### src/rtl/program_loader.sv
// Boot loader: pulls a length-prefixed image from the UART, packs the bytes
// little-endian into 32-bit words and writes them to instruction memory.
module program_loader #(
  parameter int INST_MEM_BIT_WIDTH = 16,
  parameter int RESET_CYCLES       = 10
) (
  input  logic        clk,
  input  logic        reset,
  output logic        uart_out_valid,
  input  logic        uart_out_ready,
  input  logic [7:0]  uart_out_data,
  output logic [31:0] inst_mem_in_addr,
  output logic [31:0] inst_mem_in_data,
  output logic        inst_mem_in_valid,
  input  logic        inst_mem_in_ready,
  output logic        load_reset,
  output logic        load_completed,
  output logic        load_error,
  output logic [31:0] checksum
);
  localparam int          CW       = $clog2(RESET_CYCLES + 1);
  localparam logic [32:0] CAPACITY = 33'd1 << (INST_MEM_BIT_WIDTH - 2);

  typedef enum logic [2:0] {MEM_RST, HDR, DATA, WRITE, DONE, ERR} state_e;

  state_e        state_q;
  logic [CW-1:0] rst_cnt_q;
  logic [1:0]    byte_cnt_q;
  logic          gap_q;
  logic [31:0]   len_q, len_d;
  logic [31:0]   word_q, word_d;
  logic [31:0]   word_idx_q;
  logic [31:0]   addr_q, data_q, checksum_q;
  logic          load_reset_q, load_completed_q, load_error_q;
  logic          byte_fire;

  // gap_q forces one idle cycle after every accepted byte.
  assign uart_out_valid    = ((state_q == HDR) || (state_q == DATA)) && !gap_q;
  assign inst_mem_in_valid = (state_q == WRITE);
  assign byte_fire         = uart_out_valid && uart_out_ready;

  assign inst_mem_in_addr = addr_q;
  assign inst_mem_in_data = data_q;
  assign load_reset       = load_reset_q;
  assign load_completed   = load_completed_q;
  assign load_error       = load_error_q;
  assign checksum         = checksum_q;

  always_comb begin
    len_d  = len_q;
    word_d = word_q;
    len_d[8*byte_cnt_q +: 8]  = uart_out_data;
    word_d[8*byte_cnt_q +: 8] = uart_out_data;
  end

  always_ff @(posedge clk or posedge reset) begin
    if (reset) begin
      state_q          <= MEM_RST;
      rst_cnt_q        <= '0;
      byte_cnt_q       <= '0;
      gap_q            <= 1'b0;
      len_q            <= '0;
      word_q           <= '0;
      word_idx_q       <= '0;
      addr_q           <= '0;
      data_q           <= '0;
      checksum_q       <= '0;
      load_reset_q     <= 1'b1;
      load_completed_q <= 1'b0;
      load_error_q     <= 1'b0;
    end else begin
      gap_q <= 1'b0;
      case (state_q)
        MEM_RST: begin
          if (rst_cnt_q == CW'(RESET_CYCLES - 1)) begin
            state_q      <= HDR;
            load_reset_q <= 1'b0;
          end else begin
            rst_cnt_q <= rst_cnt_q + 1'b1;
          end
        end
        HDR: begin
          if (byte_fire) begin
            gap_q      <= 1'b1;
            byte_cnt_q <= byte_cnt_q + 2'd1;
            len_q      <= len_d;
            if (byte_cnt_q == 2'd3) begin
              if (len_d == 32'd0) begin
                state_q          <= DONE;
                load_completed_q <= 1'b1;
              end else if ({1'b0, len_d} > CAPACITY) begin
                state_q      <= ERR;
                load_error_q <= 1'b1;
              end else begin
                state_q <= DATA;
              end
            end
          end
        end
        DATA: begin
          if (byte_fire) begin
            gap_q      <= 1'b1;
            byte_cnt_q <= byte_cnt_q + 2'd1;
            word_q     <= word_d;
            if (byte_cnt_q == 2'd3) begin
              state_q <= WRITE;
              addr_q  <= {word_idx_q[29:0], 2'b00};
              data_q  <= word_d;
            end
          end
        end
        WRITE: begin
          if (inst_mem_in_ready) begin
            checksum_q <= checksum_q + data_q;
            word_idx_q <= word_idx_q + 32'd1;
            if (word_idx_q + 32'd1 == len_q) begin
              state_q          <= DONE;
              load_completed_q <= 1'b1;
            end else begin
              state_q <= DATA;
            end
          end
        end
        default: state_q <= state_q;
      endcase
    end
  end
endmodule

### config.mk
export PLATFORM = sky130hd
export DESIGN_NAME = program_loader
export DESIGN_NICKNAME = d
export VERILOG_FILES = /design/src/rtl/program_loader.sv
export SDC_FILE = /design/constraint.sdc
export NUM_CORES = 1
export LEC_CHECK = 0
export BUFFER_PORTS_ARGS = -buffer_cell sky130_fd_sc_hd__buf_2
export CELL_PAD_IN_SITES_DETAIL_PLACEMENT = 1
export CELL_PAD_IN_SITES_GLOBAL_PLACEMENT = 1
export CORE_MARGIN = 1.5
export CORE_UTILIZATION = 50
export DETAILED_ROUTE_END_ITERATION = 10
export MAX_ROUTING_LAYER = met4
export PLACE_DENSITY_LB_ADDON = 0.08
export SETUP_SLACK_MARGIN = 0.15
export SYNTH_ARGS = -nofsm -noshare
export SYNTH_HDL_FRONTEND = slang
export SYNTH_SLANG_ARGS = --single-unit
### constraint.sdc
create_clock -name clk -period 22.4 [get_ports clk]
set_input_delay 5.6 -clock clk [delete_from_list [all_inputs] [get_ports clk]]
set_output_delay 5.6 -clock clk [all_outputs]
set_load 0.01 [all_outputs]
==> flow_metrics.tcl, run 1 <==
set metrics [dict create \
    synth_compound_area_frac 0.1317 \
    path_cells "buf_2 -> and2_1 -> nand2_1 -> nor2_4 -> buf_4 -> mux2_2" \
    post_cts_buffers 0 \
    core_um2 21090 \
    ant_nets 0 \
    synthCells 1123 \
    layout_common_cells "dfrtp_1 (202), nand2_1 (181), buf_2 (110)" \
    io_buffers 110 \
    htreeDepth 1 \
    viasPerCell 5.741 \
    track_usage 0.2701 \
    ys_types 62 \
    synthToLayoutAreaGrowth_pct 12.84 \
    num_vias 8612 \
    cpPeakStageDelay_ps 690 \
    syn_area_per_cell_um2 9.580 \
    drc_errors 0 \
    reg2reg_from "word_idx_q[9]" \
    cts_buffers 23 \
    synthAdderAreaFrac 0.04838 \
    netlist_area_um2 10760 \
    path_depth 6 \
    ys_warn_count 0 \
    synth-edff-count 0 \
    fin_crit_ps 7604 \
    setup-violations-final 0 \
    hold_violations 0 \
    initial_core_util 0.5101 \
    path_delay_family "simple AND/OR/NAND/NOR gates" \
    layout_commonest_cell "dfrtp_1" \
    worstPathArrival_ps 7990 \
    pin_count 113 \
    grt_pass1_vias 8974 \
    tightest_slew_ps 1145 \
    synth_top_family_by_area "simple AND/OR/NAND/NOR gates" \
    dp.cells 1462 \
    slew_headroom 0.2308 \
    gr-total-overflow 0 \
    routed_wl_mm 28.74 \
    worstSetupPathType "in -> reg" \
    layout.nets 1265 \
    placed_area_um2 11440 \
    yosys.area_share.simple 0.1896 \
    die_h_um 149.7 \
    yosysSeqAreaShare 0.4723 \
    path_buf_inv 2 \
    final_cell_area_um2 12140 \
    die_w_um 149.7 \
    synthMuxAreaShare 0.03536 \
    max_freq_mhz 131.5 \
    clockBufferDepth 3 \
    crit_required_ps 22780 \
    cts_resized 0 \
    grt_pass1_wl_mm 46.99 \
    finalClockSkew_ps 18.99 \
    p_per_area_nw_per_um2 94.03 \
    hpwl_mm 20.27 \
    final-instance-count-excl-fill 1500 \
    dr.first_iter.drc_count 469 \
    fp.dieArea_um2 22400 \
    outcome "finished clean" \
    holdBufCountCts 0 \
    wl_per_cell_um 19.16 \
    insertion_delay_ps 520 \
    hp-start "checksum[31]" \
    fillCellCount 2434 \
    synth-xor-area-share 0.08874 \
    fin_crit_sh 0.3395 \
    synth_top_area_share 0.4699 \
    grt_max_degree 101 \
    hold-worst-slack_ps 461.5 \
    clkTransAtPathRegs_ps 60 \
    slowest_stage "buf_4" \
    cts_tree "done" \
    r2r_end "state_q[1]" \
    cts-root-buf "clkbuf_16" \
    p_leak_nw 5.753 \
    r2r_cells 9 \
    async_flop_share 1.000 \
    firstDrtPassIters 5 \
    min_path_cells 1 \
    holdPathEnd "checksum[31]" \
    layout-drive-gt1-share 0.1673 \
    r2r_setup_slack_ps 18830 \
    end_kind "flop" \
    gp_congestion 0.8181 \
    ys.flop_type "dfrtp_1" \
    critPathLaunchType "input port" \
    cts.sinks 203 \
    ir_worst_vdd_mv 0.06062 \
    synth_top_area_cell "dfrtp_1" \
    cp_max_fo 70 \
    max_cap_viol_count 0 \
    yosys-top-cells-area "dfrtp_1 (47%), nand2_1 (6.4%), xnor2_1 (5.8%), o21ai_0 (5.1%), ha_1 (4.7%)" \
    antennaDiodeCount 0 \
    antenna_found_initial 0 \
    hold_class "reg -> reg" \
    slew_violations 0 \
    num_rows 53 \
    ys_ff_latch 203 \
    rsz0062_at_grt "no" \
    finalSetupTns_ps 0 \
]
-- registers in the layout (all words and copies together) (netlist names), 3 cells and up --
name / flops
rst_cnt_q: 4
word_idx_q: 32
checksum: 32
word_q: 32
inst_mem_in_addr: 30
state_q: 3
inst_mem_in_data: 32
len_q: 32
-- area by class of cell --
class	instances	area (µm²)	area share
flip-flops and latches	203	5081	0.4186
well taps	275	344.1	0.02834
clock buffers	34	676.9	0.05576
clock inverters	4	23.77	0.001958
repair buffers	118	610.6	0.05030
inverters	16	67.56	0.005566
multi-input cells	850	5335	0.4395
-- metrics by stage --
step / utilization / setup slack (ps) / power [mW]
floorplan: - / 11260 / 0.6821
global placement: 0.5424 / 14430 / 0.7757
detailed placement: 0.5424 / 14270 / 0.7901
CTS: 0.5757 / 14770 / 1.151
global route: 0.5757 / 14680 / 1.204
finish: 0.5757 / 14800 / 1.141
-- report_power, final --
group / switching, mW / internal (mW)
sequential: 0.0556 / 0.412
clock: 0.149 / 0.207
combinational: 0.185 / 0.133
total: 0.389 / 0.752
-- worst max path at each step --
stage	end	start	slack (ps)
floorplan	byte_cnt_q[0]	reset	11260
global route	inst_mem_in_addr[5]	uart_out_ready	14680
finish	inst_mem_in_addr[5]	uart_out_ready	14800
CTS	inst_mem_in_addr[5]	uart_out_ready	14770
detailed placement	inst_mem_in_addr[5]	uart_out_ready	14270
global placement	inst_mem_in_addr[2]	uart_out_ready	14430
-- routing by layer --
layer / vias to the layer above / share of wire / track usage
li1: 4073 / - / -
met1: 4366 / 0.45 / 0.3547
met2: 139 / 0.50 / 0.4560
met3: 34 / 0.037 / 0.02988
met4: 0 / 0.015 / 0.05147
met5: - / 0 / -
-- cell usage after synthesis, drive strengths merged (2+ instances only) --
master	instances
mux2	32
mux2i	2
nand2b	37
nor3	19
o211ai	6
dfrtp	202
nand4	14
xor2	38
or4	2
nand2	182
or3	4
and4	4
o21bai	2
o21ai	109
inv	16
o41ai	3
nor2b	9
ha	40
or2	2
a41oi	3
nand4b	2
o31ai	2
a21boi	2
nor4	19
a21o	16
and3	8
clkbuf	47
a211oi	4
a31o	4
nor2	75
o21a	6
buf	8
a21oi	39
a31oi	35
nor3b	7
nand3	32
xnor2	71
and2	6
-- kinds of logic (layout without fill, tap and decap cells) --
| group | Yosys count | after routing |
|---|---|---|
| other | 1 | 2 |
| AND/OR/NAND/NOR | 425 | 425 |
| XOR/XNOR | 109 | 109 |
| multiplexers | 34 | 34 |
| buffers and inverters | 71 | 172 |
| AO/OA/AOI/OAI | 239 | 239 |
| flip-flops | 203 | 203 |
| adder cells (fa/ha/maj) | 41 | 41 |
(Power assumes the default switching activity.)
==> run 2: changes to the inputs <==
Settings changed: CORE_UTILIZATION 50 to 42.
Clock period 22.4 ns to 6.95 ns, I/O delays scaled along.
==> run 2 against run 1 <==
  * Core utilization decreased by 8.5 points
  * Sequential power grew to 3.2 times the previous value
  * Wire length fell by 1.8%
  * Register-to-register slack worse by 15000 ps
  * Clock skew is essentially flat
  * Critical endpoint is now inst_mem_in_data[21]
  * Final cell count rose by 4.0%
  * Worst setup slack got worse by 11000 ps
  * Via count decreased by 1.3%
==> flow_metrics.tcl, run 2 (synthesis gave the netlist of run 1 again) <==
set metrics [dict create \
    cpPeakStageDelay_ps 760 \
    p_total_mw 3.837 \
    cts.sinks 203 \
    placed_area_um2 11520 \
    hold_violations 0 \
    slew_violations 0 \
    routed_wl_mm 28.21 \
    grt_pass1_vias 8596 \
    holdBufCountCts 0 \
    layout_common_cells "dfrtp_1 (202), nand2_1 (181), buf_2 (110)" \
    drc_errors 0 \
    path_buf_inv 2 \
    cts_buffers 23 \
    fin_crit_ps 3634 \
    path_cells "buf_2 -> and2_1 -> nand2_1 -> nor2_4 -> buf_4 -> nor2_1 -> a31oi_1" \
    crit_required_ps 7380 \
    hold_class "reg -> reg" \
    worstPathArrival_ps 4070 \
    gr-total-overflow 0 \
    grt_max_degree 114 \
    path_depth 7 \
    crit_path_end "inst_mem_in_data[21]" \
    slew_headroom 0.3156 \
    insertion_delay_ps 520 \
    layout.nets 1266 \
    tightest_slew_ps 1019 \
    die_h_um 163.0 \
    initial_core_util 0.4272 \
    worstSetupPathType "in -> reg" \
    clkTransAtPathRegs_ps 70 \
    grt_pass1_wl_mm 46.48 \
    reg2reg_from "inst_mem_in_data[0]" \
    fp.dieArea_um2 26580 \
    firstDrtPassIters 4 \
    num_vias 8497 \
    outcome "finished clean" \
    max_cap_viol_count 0 \
    antenna_found_initial 0 \
    layout_commonest_cell "dfrtp_1" \
    fillCellCount 2909 \
    layout-drive-gt1-share 0.1724 \
    viasPerCell 5.447 \
    utilization 0.4903 \
    gp_congestion 0.8201 \
    pin_count 113 \
    critPathLaunchType "input port" \
    clockBufferDepth 3 \
    cts-root-buf "clkbuf_16" \
    cts_tree "done" \
    hold-worst-slack_ps 468.2 \
    p_leak_nw 5.819 \
    p_per_area_nw_per_um2 310.7 \
    core_um2 25180 \
    io_buffers 110 \
    wl_per_cell_um 18.09 \
    die_w_um 163.0 \
    cp_max_fo 64 \
    track_usage 0.2252 \
    startpoint "uart_out_ready" \
    r2r_setup_slack_ps 3350 \
    antennaDiodeCount 0 \
    r2r_cells 13 \
    rsz0062_at_grt "no" \
    fin_crit_sh 0.5229 \
    max_freq_mhz 275.2 \
    ant_nets 0 \
    num_rows 58 \
    ir_worst_vdd_mv 0.1700 \
    slowest_stage "nor2_4" \
    setup-violations-final 0 \
    finalClockSkew_ps 18.55 \
    finalSetupTns_ps 0 \
    path_delay_family "simple AND/OR/NAND/NOR gates" \
    synthToLayoutAreaGrowth_pct 14.77 \
    final_cell_area_um2 12350 \
    cts_resized 0 \
    post_cts_buffers 0 \
    dr.first_iter.drc_count 485 \
    htreeDepth 1 \
    end_kind "flop" \
    hpwl_mm 20.37 \
    r2r_end "checksum[30]" \
]
[run 2: how the worst min path moves through the flow]
stage                         from        endpoint  cells after the start
floorplan             rst_cnt_q[3]    rst_cnt_q[3]                      1
global placement      checksum[31]    checksum[31]                      1
detailed placement    checksum[31]    checksum[31]                      1
CTS                   rst_cnt_q[3]    rst_cnt_q[3]                      1
global route        word_idx_q[31]  word_idx_q[31]                      1
finish                rst_cnt_q[3]    rst_cnt_q[3]                      1
[run 2: worst register-to-register path, stage by stage, from the launching register on]
cell and delay [ps]:
dfrtp_1 380, ha_1 200, inv_1 60, fa_1 400, nor2b_1 150, o21a_1 150, nand3_1 100, a31o_2 260
a211oi_1 470, o41ai_1 230, o31ai_1 550, a221oi_1 210, xor2_1 180, o21ai_0 150
[run 2: routing by layer]
metal / track usage / wire length [µm]
met1: 0.3251 / 14100
met2: 0.3427 / 12700
met3: 0.02158 / 920
met4: 0.05213 / 487
met5: - / 0
[run 2: final cells by class]
class,instances,area (µm²),area share
clock buffer,32,669.4,0.05422
clock inverter,10,153.9,0.01246
inverter,16,63.81,0.005168
multi-input combinational,850,5335,0.4321
sequential,203,5081,0.4115
tap,330,412.9,0.03344
timing repair buffer,119,630.6,0.05107
[run 2: per-stage QoR]
step | worst slack, ps | cells
detailed placement | 2746 | 1518
global placement | 2890 | 1518
CTS | 3258 | 1560
global route | 3067 | 1560
floorplan | 2583 | 1124
finish | 3316 | 1560
[run 2: power breakdown]
part | switching, mW | internal (mW) | leakage (nW)
combinational | 0.583 | 0.429 | 2.64
sequential | 0.182 | 1.33 | 2.77
clock | 0.495 | 0.820 | 0.411
total | 1.26 | 2.58 | 5.82
